==> src/rtl/float_pkg.sv <==
// Shared definitions for the compact float word {sign, exp, sig} and its decoder FSM.
package float_pkg;
  localparam int EXP_W = 3;
  localparam int SIG_W = 4;
  localparam int OUT_W = 12;
  localparam int FLT_W = 1 + EXP_W + SIG_W;

  // Field offsets inside the packed float word, shared with the extractor side
  localparam int SIG_LSB  = 0;
  localparam int EXP_LSB  = SIG_W;
  localparam int SIGN_POS = SIG_W + EXP_W;

  typedef enum logic [1:0] {
    IDLE  = 2'd0,
    SHIFT = 2'd1,
    FIX   = 2'd2,
    DONE  = 2'd3
  } state_e;
endpackage

==> src/rtl/float_to_twos.sv <==
// Expands one {sign, exp, sig} float per transaction into an OUT_W two's-complement
// word using a one-bit-per-cycle shift datapath; one transaction in flight.
module float_to_twos
  import float_pkg::*;
#(
  parameter int EXP_W_P = EXP_W,
  parameter int SIG_W_P = SIG_W,
  parameter int OUT_W_P = OUT_W
) (
  input  logic               clk,
  input  logic               rst,
  input  logic               in_valid,
  output logic               in_ready,
  input  logic               in_sign,
  input  logic [EXP_W_P-1:0] in_exp,
  input  logic [SIG_W_P-1:0] in_sig,
  output logic               out_valid,
  input  logic               out_ready,
  output logic [OUT_W_P-1:0] out_data
);

  state_e               state_q, state_d;
  logic [OUT_W_P-1:0]   mag_q, mag_d;
  logic [EXP_W_P-1:0]   cnt_q, cnt_d;
  logic                 sgn_q, sgn_d;
  logic [OUT_W_P-1:0]   out_data_q, out_data_d;
  logic                 out_valid_q, out_valid_d;

  assign in_ready  = (state_q == IDLE) & ~rst;
  assign out_valid = out_valid_q;
  assign out_data  = out_data_q;

  always_ff @(posedge clk or posedge rst) begin
    if (rst) begin
      state_q     <= IDLE;
      mag_q       <= '0;
      cnt_q       <= '0;
      sgn_q       <= 1'b0;
      out_data_q  <= '0;
      out_valid_q <= 1'b0;
    end else begin
      state_q     <= state_d;
      mag_q       <= mag_d;
      cnt_q       <= cnt_d;
      sgn_q       <= sgn_d;
      out_data_q  <= out_data_d;
      out_valid_q <= out_valid_d;
    end
  end

  always_comb begin
    state_d     = state_q;
    mag_d       = mag_q;
    cnt_d       = cnt_q;
    sgn_d       = sgn_q;
    out_data_d  = out_data_q;
    out_valid_d = out_valid_q;
    case (state_q)
      IDLE: begin
        if (in_valid && in_ready) begin
          mag_d   = OUT_W_P'(in_sig);
          cnt_d   = in_exp;
          sgn_d   = in_sign;
          // A zero shift count goes straight to the negate stage
          state_d = (in_exp != '0) ? SHIFT : FIX;
        end
      end
      SHIFT: begin
        mag_d = mag_q << 1;
        cnt_d = cnt_q - EXP_W_P'(1);
        if (cnt_q == EXP_W_P'(1)) state_d = FIX;
      end
      FIX: begin
        out_data_d  = sgn_q ? (~mag_q + OUT_W_P'(1)) : mag_q;
        out_valid_d = 1'b1;
        state_d     = DONE;
      end
      DONE: begin
        if (out_ready) begin
          out_valid_d = 1'b0;
          state_d     = IDLE;
        end
      end
      default: state_d = IDLE;
    endcase
  end

endmodule
==> config.mk <==
export PLATFORM = sky130hd
export DESIGN_NAME = float_to_twos
export DESIGN_NICKNAME = d
export VERILOG_FILES = /design/src/rtl/float_pkg.sv /design/src/rtl/float_to_twos.sv
export SDC_FILE = /design/constraint.sdc
export NUM_CORES = 1
export LEC_CHECK = 0
export ABC_CLOCK_PERIOD_IN_PS = 2000
export BUFFER_PORTS_ARGS = -buffer_cell sky130_fd_sc_hd__buf_4
export CAP_MARGIN = 20
export CORE_ASPECT_RATIO = 2
export CORE_MARGIN = 2
export CORE_UTILIZATION = 45
export CTS_CLUSTER_DIAMETER = 100
export DETAILED_ROUTE_END_ITERATION = 8
export PLACE_DENSITY = 0.65
export SYNTH_ARGS = -nofsm -noshare
export SYNTH_HDL_FRONTEND = slang
export SYNTH_SLANG_ARGS = --single-unit
export TNS_END_PERCENT = 100
==> constraint.sdc <==
create_clock -name clk -period 2 [get_ports clk]
set_input_delay 0.2 -clock clk [delete_from_list [all_inputs] [get_ports clk]]
set_output_delay 0.2 -clock clk [all_outputs]
set_load 0.005 [all_outputs]
==> flow_metrics.tcl <==
set metrics [dict create \
    status "complete, no violations" \
    reg2regPathDepth 6 \
    drtIter0Drc 20 \
    cts_htree_levels 2 \
    area.sequential_um2 776 \
    ant_nets 0 \
    cts_hold_buf 0 \
    fp.dieH_um 87.4 \
    path_cells "inv_1 > ha_1 > or3b_2 > o31ai_1 > xor2_1 > a21oi_1" \
    clock_sinks 31 \
    root_buffer "clkbuf_8" \
    rrSetupSlack_ns 0.16 \
    hold_viol 0 \
    finalSetupViolCount 0 \
    fmax_mhz 543 \
    synth.area.top_cells "dfrtp_1, ha_1, a21oi_1" \
    cap_violations 0 \
    worstHoldPathType "input port to async pin" \
    finalClockSkew_ns 0.00443 \
    die_w_um 45.7 \
    cts_tree "done" \
    cts_buffers 5 \
    max_stage_delay_ns 0.50 \
    fin_crit_sh_pct 92.0 \
    worstReg2RegStart "mag_q[0]" \
    grtUsageTotal_pct 19.0 \
    cp.arrival_ns 2.00 \
    ctsResizeCount 0 \
    rsz0062_at_grt "no" \
    top_layer "met4" \
    grt_pass1_wl_um 5400 \
    gp_congestion 0.754 \
    dp_hpwl_um 2420 \
    required_ns 2.16 \
    path_clk_slew_ns 0.07 \
    routed_wl_um 3200 \
    multi_input_area_um2 717 \
    grt_pass1_vias 1260 \
    areaGrowthSynthToFinish_pct 24.7 \
    slew_viol_final 0 \
    drive_gt1_share_pct 26.2 \
    rows 30 \
    post-route-util_pct 58.4 \
    grt_overflow 0 \
    numPortBuffers 25 \
    diodes 0 \
    m1WireLength_um 1110 \
    syn_nets 171 \
    critical_path_class "register to register" \
    synth_area_mm2 0.00156 \
    synth_area_leader_cell "dfrtp_1" \
    io_pins 26 \
    synth-seq-area-share_pct 49.6 \
    drc 0 \
    antenna_found_initial 0 \
    syn_area_per_cell_um2 10.3 \
    synth-edff-count 0 \
    cts_max_path_buffers 2 \
    wl_met2_um 1910 \
    min_period_ns 1.84 \
    yosysTopAreaCellShare_pct 49.6 \
    core_mm2 0.00334 \
    nNetsFinal 205 \
    wl_met3_um 82 \
    clk_latency_ns 0.28 \
    async_flop_share_pct 100 \
    vias 1236 \
    synth_common_cells "dfrtp_1, a21oi_1, nor2_1" \
    wl_per_cell_um 14.6 \
    critPathMaxFanout 6 \
    initial_core_util_pct 46.8 \
    fillers 285 \
    cp_slowest_cell "or3b_2" \
    synthCells 152 \
    rr_endpoint "out_data[10]" \
    leakagePower_nw 0.955 \
    synth.most_common_cell "dfrtp_1" \
    fin_tns_setup_ns 0 \
    startpoint_type "register" \
    synth-seq-cells 31 \
    grt_max_degree 32 \
    ys.flop_type "dfrtp_1" \
    power-per-cell-area_mw_per_mm2 1800 \
    yosys_warnings 0 \
    dieArea_mm2 0.00399 \
    relSlewSlack_pct 66.2 \
    worst_pin_slew_ns 0.507 \
    hold_ws_ns 0.0138 \
    postCtsSetupBuffers 0 \
    via_per_inst 5.64 \
    ir_drop_uv 946 \
    crit_path_end_kind "register" \
    yosysUniqueCellTypes 32 \
    drtPass1Iterations 4 \
]
==> where the power goes <==
part,switching [mW],internal (mW)
clock network,0.228,0.403
registers,0.268,0.934
logic,0.819,0.851
==> worst max-delay path by stage <==
stage / startpoint / endpoint / slack (ns) / cells after the start
final: mag_q[0] / out_data[10] / 0.16 / 6
after global routing: mag_q[0] / out_data[10] / 0.02 / 6
after CTS: mag_q[0] / out_data[10] / 0.16 / 6
after detailed placement: mag_q[0] / out_data[10] / 0.16 / 6
after global placement: mag_q[0] / out_data[11] / 0.22 / 4
after floorplan: mag_q[0] / out_data[10] / 0.28 / 6
==> state kept, by name (all words and copies together) (netlist names) <==
register	flops
cnt_q	3
sgn_q	1
state_q	2
out_valid	1
out_data	12
mag_q	12
==> per-layer routing <==
layer  GRT usage [%]  up-vias
met5               0        -
met4            11.0        0
met3            3.73        9
met2            35.3       23
met1            17.6      609
li1                -      595
==> metrics by stage <==
stage                     power (mW)  instances  setup WS [ns]  area (um^2)
final                           3.50        219          0.159         1950
after global routing            3.82        219         0.0214         1950
after CTS                       3.56        219          0.155         1950
after detailed placement        2.90        211          0.164         1830
after global placement          2.85        211          0.216         1830
after floorplan                 2.30        152          0.280         1560
==> cell families (layout without fill, tap and decap cells) <==
logic type | Yosys count | count (layout) | share of synthesized area (%)
flops | 31 | 31 | 49.6
fa+ha+maj | 7 | 7 | 5.60
buf+inv | 19 | 54 | 4.56
compound gates | 44 | 44 | 18.8
mux | 8 | 8 | 5.60
simple gates | 33 | 33 | 10.2
xor+xnor | 10 | 10 | 5.60
==> layout make-up <==
class	count	area share, %
Sequential cell	31	39.8
Multi-Input combinational cell	102	36.8
Clock inverter	2	1.80
Clock buffer	6	4.23
Timing Repair Buffer	34	13.1
Tap cell	32	2.05
Inverter	12	2.31
==> worst max-delay path: cells and delay by family (launching register included) <==
kind	cells	cell delay [ns]
fa+ha+maj	1	0.15
flops	1	0.43
xor+xnor	1	0.17
simple gates	1	0.50
buf+inv	1	0.08
compound gates	2	0.39
==> placed cells by master, fill, tap and decap left out, types with 4 or more instances in the layout <==
cell type and n:
xor2_1 8, ha_1 7, dfrtp_1 31, buf_4 34, clkbuf_8 6, nor2_1 14
a21oi_1 14, nand2_1 9, o31ai_1 4, inv_1 12, a22o_1 8, mux2i_1 5
o21ai_0 9
Note: power is estimated with default switching activity, not from simulation.
